--- config.mk ---
export PLATFORM = sky130hd
export DESIGN_NAME = axi_read_responder_flat
export DESIGN_NICKNAME = d
export VERILOG_FILES = /design/src/rtl/axi_pkg.sv /design/src/rtl/axi_read_responder_if.sv /design/src/rtl/r_rsp_reg.sv /design/src/rtl/axi_read_responder.sv /design/src/flat_wrapper.sv
export SDC_FILE = /design/constraint.sdc
export NUM_CORES = 1
export LEC_CHECK = 0
export BUFFER_PORTS_ARGS = -buffer_cell sky130_fd_sc_hd__buf_2
export CAP_MARGIN = 20
export CORE_ASPECT_RATIO = 1.75
export CORE_UTILIZATION = 32
export DETAILED_ROUTE_END_ITERATION = 16
export GPL_TIMING_DRIVEN = 1
export PLACE_DENSITY = 0.67
export SETUP_SLACK_MARGIN = 0.2
export SLEW_MARGIN = 20
export SYNTH_ARGS = -nofsm -noshare
export SYNTH_HDL_FRONTEND = slang
export SYNTH_SLANG_ARGS = --single-unit
--- constraint.sdc ---
create_clock -name ACLK -period 4.15 [get_ports ACLK]
set_input_delay 0.83 -clock ACLK [delete_from_list [all_inputs] [get_ports ACLK]]
set_output_delay 0.83 -clock ACLK [all_outputs]
set_load 0.005 [all_outputs]
--- src/rtl/axi_pkg.sv ---
// Shared AXI read/write responder types: response codes, FSM states and
// the per-cycle event bundle the responder decodes.
package axi_pkg;

  localparam int unsigned RESP_W = 2;

  localparam logic [RESP_W-1:0] RRESP_OKAY   = 2'b00;
  localparam logic [RESP_W-1:0] RRESP_SLVERR = 2'b10;
  localparam logic [RESP_W-1:0] RRESP_DECERR = 2'b11;

  typedef enum logic [1:0] {
    IDLE  = 2'd0,
    MEMRD = 2'd1,
    RESP  = 2'd2
  } state_t;

  // Per-cycle events seen by the responder FSM.
  typedef struct packed {
    logic ar_hs;     // AR handshake this edge
    logic in_range;  // presented address is implemented
    logic data_hit;  // memory data returned while waiting
    logic timeout;   // last permitted wait cycle
  } hook_t;

endpackage

--- src/rtl/axi_read_responder_if.sv ---
// AR/R channel plus the simple memory read port, grouped for the responder.
interface axi_read_responder_if #(
  parameter int unsigned LEN_ADDR = 10,
  parameter int unsigned LEN_DATA = 32
);
  logic                ARVALID;
  logic                ARREADY;
  logic [LEN_ADDR-1:0] ARADDR;
  logic                RVALID;
  logic                RREADY;
  logic [LEN_DATA-1:0] RDATA;
  logic [1:0]          RRESP;
  logic                MEM_RE;
  logic [LEN_ADDR-1:0] MEM_ADDR;
  logic [LEN_DATA-1:0] MEM_RDATA;
  logic                MEM_RVALID;

  modport slave (
    input  ARVALID, ARADDR, RREADY, MEM_RDATA, MEM_RVALID,
    output ARREADY, RVALID, RDATA, RRESP, MEM_RE, MEM_ADDR
  );

  modport master (
    output ARVALID, ARADDR, RREADY, MEM_RDATA, MEM_RVALID,
    input  ARREADY, RVALID, RDATA, RRESP, MEM_RE, MEM_ADDR
  );
endinterface

--- src/rtl/r_rsp_reg.sv ---
// Response-channel output register: a loaded beat holds valid/data/resp
// until the master accepts it.
module r_rsp_reg
  import axi_pkg::*;
#(
  parameter int unsigned LEN_DATA = 32
) (
  input  logic                clk,
  input  logic                rst_n,
  input  logic                load_i,
  input  logic [LEN_DATA-1:0] data_i,
  input  logic [RESP_W-1:0]   resp_i,
  input  logic                rready_i,
  output logic                rvalid_o,
  output logic [LEN_DATA-1:0] rdata_o,
  output logic [RESP_W-1:0]   rresp_o
);

  logic                rvalid_q, rvalid_d;
  logic [LEN_DATA-1:0] rdata_q,  rdata_d;
  logic [RESP_W-1:0]   rresp_q,  rresp_d;

  // Data and response only change on load, so they are stable while stalled.
  always_comb begin
    rvalid_d = rvalid_q;
    rdata_d  = rdata_q;
    rresp_d  = rresp_q;
    if (rvalid_q && rready_i) begin
      rvalid_d = 1'b0;
    end
    if (load_i) begin
      rvalid_d = 1'b1;
      rdata_d  = data_i;
      rresp_d  = resp_i;
    end
  end

  always_ff @(posedge clk or negedge rst_n) begin
    if (!rst_n) begin
      rvalid_q <= 1'b0;
      rdata_q  <= '0;
      rresp_q  <= RRESP_OKAY;
    end else begin
      rvalid_q <= rvalid_d;
      rdata_q  <= rdata_d;
      rresp_q  <= rresp_d;
    end
  end

  assign rvalid_o = rvalid_q;
  assign rdata_o  = rdata_q;
  assign rresp_o  = rresp_q;

endmodule

--- src/rtl/axi_read_responder.sv ---
// Single-outstanding AXI read responder: decodes the word address, reads a
// latency-variable memory with a bounded wait, and returns one R beat.
module axi_read_responder
  import axi_pkg::*;
#(
  parameter int unsigned LEN_ADDR  = 10,
  parameter int unsigned LEN_DATA  = 32,
  parameter int unsigned MEM_WORDS = 1024,
  parameter int unsigned TIMEOUT   = 16
) (
  input  logic                 ACLK,
  input  logic                 ARESETn,
  axi_read_responder_if.slave  bus,
  output logic                 BUSY
);

  localparam int unsigned CNT_MIN = 5;
  localparam int unsigned CNT_REQ = $clog2(TIMEOUT + 1);
  localparam int unsigned CNT_W   = (CNT_REQ > CNT_MIN) ? CNT_REQ : CNT_MIN;

  state_t              state_q, state_d;
  logic [CNT_W-1:0]    cnt_q, cnt_d;
  logic [LEN_ADDR-1:0] addr_q, addr_d;
  logic                mem_re_q, mem_re_d;
  logic                arready_q, arready_d;
  logic                busy_q, busy_d;

  hook_t               hook_c;
  logic                r_hs_c;
  logic                load_c;
  logic [LEN_DATA-1:0] ldata_c;
  logic [RESP_W-1:0]   lresp_c;

  logic                rvalid_w;
  logic [LEN_DATA-1:0] rdata_w;
  logic [RESP_W-1:0]   rresp_w;

  always_comb begin
    hook_c          = '0;
    hook_c.ar_hs    = (state_q == IDLE) && bus.ARVALID && arready_q;
    hook_c.in_range = (32'(bus.ARADDR) < MEM_WORDS);
    hook_c.data_hit = (state_q == MEMRD) && bus.MEM_RVALID;
    hook_c.timeout  = (state_q == MEMRD) && (cnt_q == CNT_W'(TIMEOUT - 1));
  end

  assign r_hs_c = rvalid_w && bus.RREADY;

  always_ff @(posedge ACLK or negedge ARESETn) begin
    if (!ARESETn) begin
      state_q <= IDLE;
    end else begin
      state_q <= state_d;
    end
  end

  always_comb begin
    state_d = state_q;
    unique case (state_q)
      IDLE:    if (hook_c.ar_hs) state_d = hook_c.in_range ? MEMRD : RESP;
      MEMRD:   if (hook_c.data_hit || hook_c.timeout) state_d = RESP;
      RESP:    if (r_hs_c) state_d = IDLE;
      default: state_d = IDLE;
    endcase
  end

  // Data wins over timeout when both land on the same edge.
  always_comb begin
    cnt_d     = cnt_q;
    addr_d    = addr_q;
    mem_re_d  = 1'b0;
    arready_d = (state_d == IDLE);
    busy_d    = (state_d != IDLE);
    load_c    = 1'b0;
    ldata_c   = '0;
    lresp_c   = RRESP_OKAY;
    unique case (state_q)
      IDLE: begin
        if (hook_c.ar_hs) begin
          addr_d   = bus.ARADDR;
          cnt_d    = '0;
          mem_re_d = hook_c.in_range;
          if (!hook_c.in_range) begin
            load_c  = 1'b1;
            lresp_c = RRESP_DECERR;
          end
        end
      end
      MEMRD: begin
        cnt_d = cnt_q + CNT_W'(1);
        if (hook_c.data_hit) begin
          load_c  = 1'b1;
          ldata_c = bus.MEM_RDATA;
          lresp_c = RRESP_OKAY;
        end else if (hook_c.timeout) begin
          load_c  = 1'b1;
          lresp_c = RRESP_SLVERR;
        end
      end
      default: ;
    endcase
  end

  always_ff @(posedge ACLK or negedge ARESETn) begin
    if (!ARESETn) begin
      cnt_q     <= '0;
      addr_q    <= '0;
      mem_re_q  <= 1'b0;
      arready_q <= 1'b0;
      busy_q    <= 1'b0;
    end else begin
      cnt_q     <= cnt_d;
      addr_q    <= addr_d;
      mem_re_q  <= mem_re_d;
      arready_q <= arready_d;
      busy_q    <= busy_d;
    end
  end

  r_rsp_reg #(
    .LEN_DATA (LEN_DATA)
  ) u_r_rsp_reg (
    .clk      (ACLK),
    .rst_n    (ARESETn),
    .load_i   (load_c),
    .data_i   (ldata_c),
    .resp_i   (lresp_c),
    .rready_i (bus.RREADY),
    .rvalid_o (rvalid_w),
    .rdata_o  (rdata_w),
    .rresp_o  (rresp_w)
  );

  assign bus.ARREADY  = arready_q;
  assign bus.MEM_RE   = mem_re_q;
  assign bus.MEM_ADDR = addr_q;
  assign bus.RVALID   = rvalid_w;
  assign bus.RDATA    = rdata_w;
  assign bus.RRESP    = rresp_w;
  assign BUSY         = busy_q;

endmodule

--- src/flat_wrapper.sv ---
// flat-port wrapper written by rule: the top's interface ports become plain ports
module axi_read_responder_flat import axi_pkg::*;
#(
  parameter int unsigned LEN_ADDR  = 10,
  parameter int unsigned LEN_DATA  = 32,
  parameter int unsigned MEM_WORDS = 1024,
  parameter int unsigned TIMEOUT   = 16
)
  (ACLK, ARESETn, BUSY, bus_ARVALID, bus_ARADDR, bus_RREADY, bus_MEM_RDATA, bus_MEM_RVALID, bus_ARREADY, bus_RVALID, bus_RDATA, bus_RRESP, bus_MEM_RE, bus_MEM_ADDR);
  axi_read_responder_if #(.LEN_ADDR(LEN_ADDR), .LEN_DATA(LEN_DATA)) bus_i ();
  input  logic ACLK;
  input  logic ARESETn;
  output logic BUSY;
  input wire logic [$bits(bus_i.ARVALID)-1:0] bus_ARVALID;
  input wire logic [$bits(bus_i.ARADDR)-1:0] bus_ARADDR;
  input wire logic [$bits(bus_i.RREADY)-1:0] bus_RREADY;
  input wire logic [$bits(bus_i.MEM_RDATA)-1:0] bus_MEM_RDATA;
  input wire logic [$bits(bus_i.MEM_RVALID)-1:0] bus_MEM_RVALID;
  output wire logic [$bits(bus_i.ARREADY)-1:0] bus_ARREADY;
  output wire logic [$bits(bus_i.RVALID)-1:0] bus_RVALID;
  output wire logic [$bits(bus_i.RDATA)-1:0] bus_RDATA;
  output wire logic [$bits(bus_i.RRESP)-1:0] bus_RRESP;
  output wire logic [$bits(bus_i.MEM_RE)-1:0] bus_MEM_RE;
  output wire logic [$bits(bus_i.MEM_ADDR)-1:0] bus_MEM_ADDR;
  assign bus_i.ARVALID = bus_ARVALID;
  assign bus_i.ARADDR = bus_ARADDR;
  assign bus_i.RREADY = bus_RREADY;
  assign bus_i.MEM_RDATA = bus_MEM_RDATA;
  assign bus_i.MEM_RVALID = bus_MEM_RVALID;
  assign bus_ARREADY = bus_i.ARREADY;
  assign bus_RVALID = bus_i.RVALID;
  assign bus_RDATA = bus_i.RDATA;
  assign bus_RRESP = bus_i.RRESP;
  assign bus_MEM_RE = bus_i.MEM_RE;
  assign bus_MEM_ADDR = bus_i.MEM_ADDR;
  axi_read_responder #(.LEN_ADDR(LEN_ADDR), .LEN_DATA(LEN_DATA), .MEM_WORDS(MEM_WORDS), .TIMEOUT(TIMEOUT)) u_core (.ACLK(ACLK), .ARESETn(ARESETn), .bus(bus_i), .BUSY(BUSY));
endmodule
==> results.md, run 1 <==
* Setup CP Type: reg2reg
* VDD IR max at 0.000278 V
* Setup crit start kind: register
* Initial antenna violation count at 0
* H-tree depth at 2
* Fin. max-slew vios at 0
* Register area share after synthesis at 65.4%
* Syn-to-layout area delta at 28.5%
* Clock root buffer master: clkbuf_8
* Layout cells sized above 1 at 50.4%
* Tmin final at 2100 ps
* Hold Fails Final Rpt at 0
* Clk slew on worst S/H paths at 100 ps
* HPWL after DPL at 3270 um
* Grt total ovfl at 0
* Crit path DAT at 2360 ps
* Routability Congestion at 0.721
* Site Rows at 38
* Global-route wire length before repair at 7020 um
* Initial core utilization at 33.2%
* Drt via density at 4.68
* Pleak at 1.37 nW
* Syn Area/Cell at 14.7 sq um
* IO Port Bufs at 93
* Syn Inst Count at 141
* Outcome: completed
* Worst setup margin at 2050 ps
* Worst-path fanout max at 22
* Slew @ Worst Pin at 708 ps
* Post-CTS setup buffer count at 0
* Design Power at 1.88 mW
* Synthesized flop and latch total at 54
* PwrDens at 708 nW/um^2
* CP endpoint kind: register
* Ports at 95
* Final Cycle Share at 50.7%
* RSZ-0062 raised after global routing: no
* Synth top area cells: dfrtp_1, a22o_1, mux2_2
* Vias post-DR at 1468
* Placed cell count at 306
* Fmax at 475 MHz
* 1st-iter DRT viols at 53
* Worst slack at placement at 2040 ps
* Largest net degree at the start of global routing at 34
* DP Area at 2560 sq um
* Die area at 6800 sq um
* Vias in the first global route at 1464
* TritonCTS Buffers at 5
* DRC viols at 0
* Largest area contributor in the netlist: dfrtp_1
* Max Cap Viol at 0
* Num Clock Sinks at 54
* Layout Cells excl Fill at 314
* Setup Viol. Count Final at 0
* Area share of the largest cell type after synthesis at 65.4%
* Final Net Count at 282
* Mapped Nets at 190
* Mapped Area at 2070 sq um
* N_diodes at 0
* Final Skew at 13.2 ps
* Per-cell routed wire length at 14.1 um
* Hold buffer count at cts at 0
* GRT Total Usage at 13.9%
* Die width at 62.8 um
* Number of detailed-route iterations in the first pass at 4
* Core ar. at 6230 sq um
* Final instance area at 2660 sq um
* Yosys warns at 0
* Final core occ at 42.6%
* Die height at 108 um
* CP Data Required Time at 4410 ps
* Cts repair resizes at 0
* CTS tree: done
* Worst hold slack at 500 ps
* Routed Antenna Nets at 0
* Worst Hold Class: reg2reg
* Clk Latency, worst-skew pair at 320 ps
* Setup_tns at 0 ps
* Max-slew headroom at 52.8%
* Clock Path Buffers at 2
* Final wirelength at 4430 um
* Yosys cell types at 28
Yosys cell counts:
cell type and number:
a21oi_1 3, buf_8 1, nand2b_1 2, mux2i_1 2, buf_2 3, a22o_1 32, ha_1 2, nor2_1 3
o21ai_0 2, inv_1 3, o21a_1 1, nor4bb_1 1, nand2_1 3, o21ai_2 1, and2_4 1, or2_1 2
buf_6 5, nand4_1 1, conb_1 1, a211oi_1 1, mux2_2 10, nor2b_4 1, buf_4 2, o22ai_1 1
and3_1 1, dfrtp_1 54, o21bai_1 1, and2_1 1
worst max-delay path, cell delays in order, from the launching register on:
cell     delay [ps]
dfrtp_1         430
ha_1            230
and3_1          190
ha_1            220
o21ai_2         450
buf_4           350
a22o_1          180
final timing paths:
| path | start | end | slack (ps) | cells past startpoint |
|---|---|---|---|---|
| hold reg to reg | u_core.cnt_q[3] | u_core.cnt_q[3] | 500 | 1 |
| setup / recovery | u_core.cnt_q[0] | u_core.u_r_rsp_reg.rdata_o[20] | 2050 | 6 |
| max in group asynchronous | ARESETn | u_core.cnt_q[0] | 2830 | 2 |
| hold / removal | u_core.cnt_q[3] | u_core.cnt_q[3] | 500 | 1 |
| setup reg to reg | u_core.cnt_q[0] | u_core.u_r_rsp_reg.rdata_o[20] | 2050 | 6 |
| min in group asynchronous | ARESETn | u_core.bus.MEM_ADDR[9] | 560 | 1 |
registers in the layout (all words and copies together) (netlist names):
register and cells:
u_core.bus.ARREADY 1, u_core.u_r_rsp_reg.rdata_o 32, u_core.state_q 2, u_core.BUSY 1
u_core.cnt_q 5, u_core.bus.MEM_RE 1, u_core.u_r_rsp_reg.rresp_o 1, u_core.u_r_rsp_reg.rvalid_o 1
u_core.bus.MEM_ADDR 10
final cells by class:
| cell class | instances | area [sq um] |
|---|---|---|
| Clock buffer | 5 | 68.8 |
| Clock inverter | 3 | 26.3 |
| Fill cell | 614 | 3570 |
| Inverter | 3 | 11.3 |
| Multi-Input combinational cell | 73 | 609 |
| Sequential cell | 54 | 1350 |
| Tap cell | 80 | 100 |
| Timing Repair Buffer | 96 | 488 |
layout by cell type, fill, tap and decap left out, drive strengths merged:
| cell | instances |
|---|---|
| a211oi | 1 |
| a21oi | 3 |
| a22o | 32 |
| and2 | 2 |
| and3 | 1 |
| buf | 96 |
| clkbuf | 5 |
| clkinv | 1 |
| conb | 1 |
| dfrtp | 54 |
| ha | 2 |
| inv | 5 |
| mux2 | 10 |
| mux2i | 2 |
| nand2 | 3 |
| nand2b | 2 |
| nand4 | 1 |
| nor2 | 3 |
| nor2b | 1 |
| nor4bb | 1 |
| o21a | 1 |
| o21ai | 3 |
| o21bai | 1 |
| o22ai | 1 |
| or2 | 2 |
power breakdown:
part / leakage, nW / total (mW) / internal (mW) / switching, mW
Sequential: 0.673 / 0.906 / 0.766 / 0.140
Combinational: 0.651 / 0.666 / 0.386 / 0.279
Clock: 0.0491 / 0.308 / 0.124 / 0.183
Total: 1.37 / 1.88 / 1.28 / 0.602
per-layer routing:
metal / vias to the layer above / global-route usage (%) / share of wire, %
li1: 689 / - / -
met1: 730 / 14.7 / 37
met2: 43 / 24.8 / 56
met3: 6 / 3.38 / 4.0
met4: 0 / 7.97 / 2.4
met5: - / 0 / 0
logic make-up after synthesis:
logic type      count (synthesis)  synth area share [%]
flops                          54                  65.4
mux                            12                  6.42
buf+inv                        14                  5.45
other cells                     1                 0.181
simple gates                   16                  4.78
fa+ha+maj                       2                  1.21
compound gates                 42                  16.6
No activity file was read; power rests on OpenSTA's default activity.
==> run 2, diff against run 1 <==
--- a/config.mk
+++ b/config.mk
@@ -11,7 +11,7 @@
 export CORE_UTILIZATION = 32
 export DETAILED_ROUTE_END_ITERATION = 16
 export GPL_TIMING_DRIVEN = 1
-export PLACE_DENSITY = 0.67
+export PLACE_DENSITY = 0.7
 export SETUP_SLACK_MARGIN = 0.2
 export SLEW_MARGIN = 20
 export SYNTH_ARGS = -nofsm -noshare
==> constraint.sdc (replaced) <==
create_clock -name ACLK -period 1.84 [get_ports ACLK]
set_input_delay 0.368 -clock ACLK [delete_from_list [all_inputs] [get_ports ACLK]]
set_output_delay 0.368 -clock ACLK [all_outputs]
set_load 0.005 [all_outputs]
==> results.md, run 2 (synthesis results as in run 1) <==
* Outcome: completed
* Max reg flops at 32 (unchanged)
* Hold Fails Final Rpt at 0 (unchanged)
* # fillers at 588 (-4.2%)
* Final Net Count at 290 (+2.8%)
* DRC viols at 0 (unchanged)
* Tmin final at 1630 ps (-476 ps)
* Routability Congestion at 0.782 (+8.4%)
* Per-cell routed wire length at 14.5 um (+3.0%)
* GRT Total Usage at 14.1% (+0.25 points)
* CP Data Required Time at 2090 ps (-2320 ps)
* Max Cap Viol at 0 (unchanged)
* VDD IR max at 0.000668 V (+140%)
* TritonCTS Buffers at 5 (unchanged)
* CP delay by family, top: flip-flops
* IO Port Bufs at 93 (unchanged)
* Layout cells sized above 1 at 53.1% (+2.7 points)
* Clk Latency, worst-skew pair at 310 ps (about the same)
* Ports at 95 (unchanged)
* Largest net degree at the start of global routing at 55 (+62%)
* Grt total ovfl at 0 (unchanged)
* Hold buffer count at cts at 0 (unchanged)
* Worst-path fanout max at 11 (-50%)
* CP endpoint kind: register
* Vias in the first global route at 1473 (+0.61%)
* 1st-iter DRT viols at 62 (+17%)
* Initial antenna violation count at 0 (unchanged)
* Core ar. at 6230 sq um (unchanged)
* Max incr delay on CP at 400 ps (-50 ps)
* PwrDens at 1560 nW/um^2 (+120%)
* Setup Viol. Count Final at 0 (unchanged)
* Drt via density at 4.69 (+0.35%)
* Worst Hold Class: in2async
* Multi-input gate area at 637 sq um (+4.5%)
* RSZ-0062 raised after global routing: yes
* Commonest cells after routing, fill and taps aside: buf_2, dfrtp_1, a22o_1, mux2_2, clkbuf_8
* Layout Cells excl Fill at 321 (+2.2%)
* CTS tree: done
* Site Rows at 38 (unchanged)
* Fmax at 614 MHz (+29%)
* Die width at 62.8 um (unchanged)
* Num Clock Sinks at 54 (unchanged)
* Initial core utilization at 33.2% (unchanged)
* Setup_tns at 0 ps (unchanged)
* Vias post-DR at 1506 (+2.6%)
* N_diodes at 0 (unchanged)
* Crit path DAT at 1880 ps (-480 ps)
* Placed cell count at 307 (+0.33%)
* Crit-path slowest cell: dfrtp_1
* H-tree depth at 2 (unchanged)
* Final Cycle Share at 88.5% (+38 points)
* Routed Antenna Nets at 0 (unchanged)
* Syn-to-layout area delta at 37.5%
* Global-route wire length before repair at 7130 um (+1.6%)
* Die height at 108 um (unchanged)
* Setup CP Type: reg2reg
* Fin. max-slew vios at 0 (unchanged)
* Final Skew at 8.51 ps (-4.70 ps)
* Clock root buffer master: clkbuf_8
* Die area at 6800 sq um (unchanged)
* Pleak at 1.46 nW (+6.0%)
* Clk slew on worst S/H paths at 90 ps (about the same)
* HPWL after DPL at 3170 um (-3.2%)
* Reg area at 1350 sq um (unchanged)
* Bufs and invs on worst path at 1 (unchanged)
* Final wirelength at 4670 um (+5.3%)
* Setup crit start kind: register
* Cell Chain, Critical Path: ha_2 -> and3_4 -> ha_4 -> o21ai_4 -> bufbuf_16 -> a22o_1
* Number of detailed-route iterations in the first pass at 4 (unchanged)
* Clock Path Buffers at 2 (unchanged)
* Most common cell after layout, fill and taps aside: buf_2
[run 2: changes by cell type in the layout (fill, tap and decap cells not counted), sizes merged]
cell	delta
bufbuf	+1
inv	-2
clkinv	-1
clkbuf	+2
buf	+5
clkinvlp	+2
[run 2: stage by stage]
stage               utilization [%]  hold WS [ps]  setup slack, ps  power, mW  area (sq um)
finish                         45.6          28.4              212       4.43          2840
global route                   45.6          45.5              146       4.75          2840
CTS                            44.6          41.4              208       4.42          2780
detailed placement             41.6           387              167       3.64          2590
global placement               41.6           377              227       3.58          2590
floorplan                         -          72.4              225       2.94          2070
[run 2: power breakdown]
group / switching [mW] / internal, mW / total (mW)
combinational: 0.711 / 1.06 / 1.77
sequential: 0.294 / 1.73 / 2.02
clock: 0.382 / 0.261 / 0.642
total: 1.39 / 3.05 / 4.43
[run 2: per-layer routing]
| layer | share of wire (%) | global-route usage (%) | vias up | wire, um |
|---|---|---|---|---|
| met2 | 55 | 24.1 | 50 | 2570 |
| met3 | 3.5 | 2.95 | 11 | 163 |
| met5 | 0 | 0 | - | 0 |
| met4 | 3.7 | 9.63 | 0 | 172 |
| met1 | 38 | 15.6 | 739 | 1760 |
| li1 | - | - | 706 | - |
[run 2: area by class of cell]
class,instances,share of cell area [%]
Sequential cell,54,47.6
Timing Repair Buffer,104,23.2
Multi-Input combinational cell,73,22.4
Tap cell,80,3.52
Clock buffer,5,2.42
Clock inverter,2,0.528
Inverter,3,0.396
[run 2: worst paths after layout]
kind,slack [ps],depth (start not counted),endpoint,from
max,210,6,u_core.u_r_rsp_reg.rdata_o[13],u_core.cnt_q[1]
min,30,2,u_core.bus.MEM_ADDR[5],ARESETn
max reg2reg,210,6,u_core.u_r_rsp_reg.rdata_o[13],u_core.cnt_q[1]
min reg2reg,500,1,u_core.cnt_q[3],u_core.cnt_q[3]
max in group asynchronous,1550,2,u_core.u_r_rsp_reg.rdata_o[24],ARESETn
min in group ACLK,250,2,u_core.u_r_rsp_reg.rvalid_o,bus_RREADY
[run 2: what timing repair did]
item | in CTS | in global routing
resized for setup | 7 | 2
pin swaps | 1 | 22
endpoints found under the setup margin | 34 | 34
setup buffers | 3 | 1
gates cloned | 1 | 2
==> run 3, diff against run 2 <==
--- a/config.mk
+++ b/config.mk
@@ -5,13 +5,14 @@
 export SDC_FILE = /design/constraint.sdc
 export NUM_CORES = 1
 export LEC_CHECK = 0
+export ABC_AREA = 1
 export BUFFER_PORTS_ARGS = -buffer_cell sky130_fd_sc_hd__buf_2
 export CAP_MARGIN = 20
 export CORE_ASPECT_RATIO = 1.75
 export CORE_UTILIZATION = 32
 export DETAILED_ROUTE_END_ITERATION = 16
 export GPL_TIMING_DRIVEN = 1
-export PLACE_DENSITY = 0.7
+export PLACE_DENSITY = 0.69
 export SETUP_SLACK_MARGIN = 0.2
 export SLEW_MARGIN = 20
 export SYNTH_ARGS = -nofsm -noshare
==> results.md, run 3 <==
* CP Data Required Time at 2020 ps (-70 ps)
* Mapped Nets at 292 (+54%)
* Clk slew on worst S/H paths at 70 ps (-20 ps)
* Met2 routed WL at 2810 um (+9.3%)
* Pleak at 1.79 nW (+23%)
* Vias post-DR at 1918 (+27%)
* Top_reg_cell synth: dfrtp_1
* Yosys warns at 0 (unchanged)
* Routability Congestion at 0.778 (-0.45%)
* Clock Path Buffers at 2 (unchanged)
* Wl on met1 at 2070 um (+17%)
* Register area share after synthesis at 62.0% (-3.4 points)
* CP delay by family, top: adder cells
* VDD IR max at 0.000803 V (+20%)
* TritonCTS Buffers at 5 (unchanged)
* Routed Antenna Nets at 0 (unchanged)
* Hold Startpoint: bus_RREADY
* Per-cell routed wire length at 12.1 um (-17%)
* Final instance area at 3100 sq um (+9.0%)
* Setup CP Type: reg2reg
* Cell Chain, Critical Path: ha_2 -> nand2_2 -> nor2_2 -> ha_2 -> o21ai_4 -> buf_12 -> clkbuf_16 -> nand2_4 -> nand2_2
* CP Launch Point: u_core.cnt_q[0]
* Max Cap Viol at 0 (unchanged)
* Largest area contributor in the netlist: dfrtp_1
* Met3 routed WL at 239 um (+47%)
* Vias in the first global route at 1834 (+25%)
* HPWL after DPL at 3440 um (+8.8%)
* Bufs and invs on worst path at 2 (+1)
* Crit-path slowest cell: dfrtp_1
* Worst-path fanout max at 8 (-3)
* Multi-input gate area at 797 sq um (+25%)
* DR top layer: met4
* Outcome: completed
* Largest net degree at the start of global routing at 45 (-18%)
* Layout cells sized above 1 at 42.1% (-11 points)
* Number of detailed-route iterations in the first pass at 4 (unchanged)
* Clk Latency, worst-skew pair at 290 ps (-20 ps)
* Number of synthesized flops with an enable pin at 0 (unchanged)
* GRT Total Usage at 14.6% (+0.50 points)
* Crit path DAT at 1820 ps (-60 ps)
* # fillers at 652 (+11%)
* CP endpoint kind: register
* Syn Area/Cell at 8.97 sq um (-39%)
* Setup Viol. Count Final at 0 (unchanged)
* Max reg flops at 32 (unchanged)
* Worst Hold Class: in2reg
* Yosys cell types at 18 (-36%)
* 1st-iter DRT viols at 59 (-4.8%)
* Syn-to-layout area delta at 42.1%
* Fin. max-slew vios at 0 (unchanged)
* PwrDens at 1560 nW/um^2 (about the same)
* DRC viols at 0 (unchanged)
* Area share of the largest cell type after synthesis at 62.0% (-3.4 points)
* Initial core utilization at 33.4% (+0.17 points)
* Initial antenna violation count at 0 (unchanged)
* Die height at 111 um (+2.7%)
* H-tree depth at 2 (unchanged)
* Max incr delay on CP at 410 ps (about the same)
* IO Port Bufs at 93 (unchanged)
* Site Rows at 39 (+2.6%)
* Setup_tns at 0 ps (unchanged)
* Clock root buffer master: clkbuf_16
* Grt total ovfl at 0 (unchanged)
* Final wirelength at 5230 um (+12%)
* Global-route wire length before repair at 8090 um (+13%)
* Ports at 95 (unchanged)
* Fmax at 612 MHz (-0.43%)
* DP Area at 2710 sq um (+4.4%)
* Final Cycle Share at 88.8% (+0.38 points)
* Mapped Area at 2180 sq um (+5.5%)
* Most common cell after layout, fill and taps aside: nand2_1
* Final Skew at 2.00 ps (-6.51 ps)
* Most common library cells after synthesis: nand2_1, dfrtp_1, nand3_1, inv_1, buf_6
* Synth top area cells: dfrtp_1, nand2_1, buf_6
* Commonest cells after routing, fill and taps aside: nand2_1, buf_2, dfrtp_1, nand2_2, nand3_1
* RSZ-0062 raised after global routing: yes
* Num Clock Sinks at 54 (unchanged)
* Final Net Count at 397 (+37%)
* Die area at 7160 sq um (+5.4%)
* Core ar. at 6540 sq um (+5.0%)
* CTS tree: done
* Setup crit start kind: register
* N_diodes at 0 (unchanged)
* R2R Path Start: u_core.cnt_q[0]
* Reg area at 1350 sq um (unchanged)
* Top-count cell post-synth: nand2_1
* Drt via density at 4.45 (-5.1%)
* Synthesized flop and latch total at 54 (unchanged)
* Hold Fails Final Rpt at 0 (unchanged)
* Syn Inst Count at 243 (+72%)
* Tmin final at 1630 ps (+7.01 ps)
* Die width at 64.4 um (+2.6%)
* Post-synthesis async set-or-reset flop share at 100% (unchanged)
==> run 3: changes by cell type in the layout (fill, tap and decap cells not counted), sizes merged, moves of 2 or more <==
cell	change
nand2	+141
a22o	-32
mux2	-10
nand3	+10
inv	+7
a21oi	-3
buf	+3
and2	-2
clkinv	+2
mux2i	-2
nand2b	-2
nor2	+2
==> run 3: where the power goes <==
group,switching (mW),internal [mW]
registers,0.350,1.72
clock network,0.412,0.539
logic,0.929,0.883
total,1.69,3.14
==> run 3: area by class of cell <==
type	instances	area share [%]
clock inverters	2	0.404
flip-flops and latches	54	43.6
multi-input cells	169	25.7
clock buffers	6	4.48
repair buffers	107	21.1
inverters	11	1.37
well taps	82	3.31
==> run 3: through the flow <==
stage | instances | hold WS, ps | worst slack, ps | util [%] | power (mW)
5_1_grt | 431 | 258 | 114 | 47.4 | 5.20
4_1_cts | 422 | 254 | 201 | 43.9 | 4.57
3_3_place_gp | 413 | 264 | 219 | 41.4 | 3.53
2_1_floorplan | 243 | 72.4 | 332 | - | 2.88
6_report | 431 | 264 | 205 | 47.4 | 4.83
3_5_place_dp | 413 | 256 | 148 | 41.4 | 3.58
==> run 3: cell families after synthesis <==
kind of cell	count (synthesis)	share of synthesized area, %
AOI/OAI and AO/OA	3	1.21
adders and majority gates	2	1.15
buffers and inverters	20	5.85
DFF	54	62.0
other	1	0.172
and+or+nand+nor	163	29.7
==> run 3: path summary, 6_finish.rpt <==
path	endpoint	slack [ps]	depth (start not counted)
worst max-delay path	u_core.u_r_rsp_reg.rdata_o[29]	210	9
worst min-delay path	u_core.u_r_rsp_reg.rvalid_o	260	2
worst max register to register	u_core.u_r_rsp_reg.rdata_o[29]	210	9
worst min register to register	u_core.u_r_rsp_reg.rdata_o[5]	470	2
max in group asynchronous	u_core.u_r_rsp_reg.rdata_o[16]	860	3
min in group asynchronous	u_core.state_q[0]	480	2
==> run 3: worst register-to-register path, stage by stage (launching register included) <==
cell and delay, ps:
dfrtp_1 410, ha_2 210, nand2_2 60, nor2_2 130, ha_2 220, o21ai_4 70, buf_12 150, clkbuf_16 170
nand2_4 60, nand2_2 40
==> run 3: repair_timing <==
| action | in CTS | in global routing |
|---|---|---|
| resized for setup | 1 | 35 |
| setup endpoints to repair | 24 | 34 |
| pin swaps | 0 | 4 |
| endpoints found under the hold margin | 10 | 0 |
| cloned | 0 | 4 |
| hold buffers | 1 | 0 |
| buffers inserted | 0 | 5 |
==> run 3: layer usage <==
metal	up-vias	track usage (%)
met4	0	6.81
met1	908	15.8
met2	61	25.7
li1	941	-
met3	8	3.81
met5	-	0
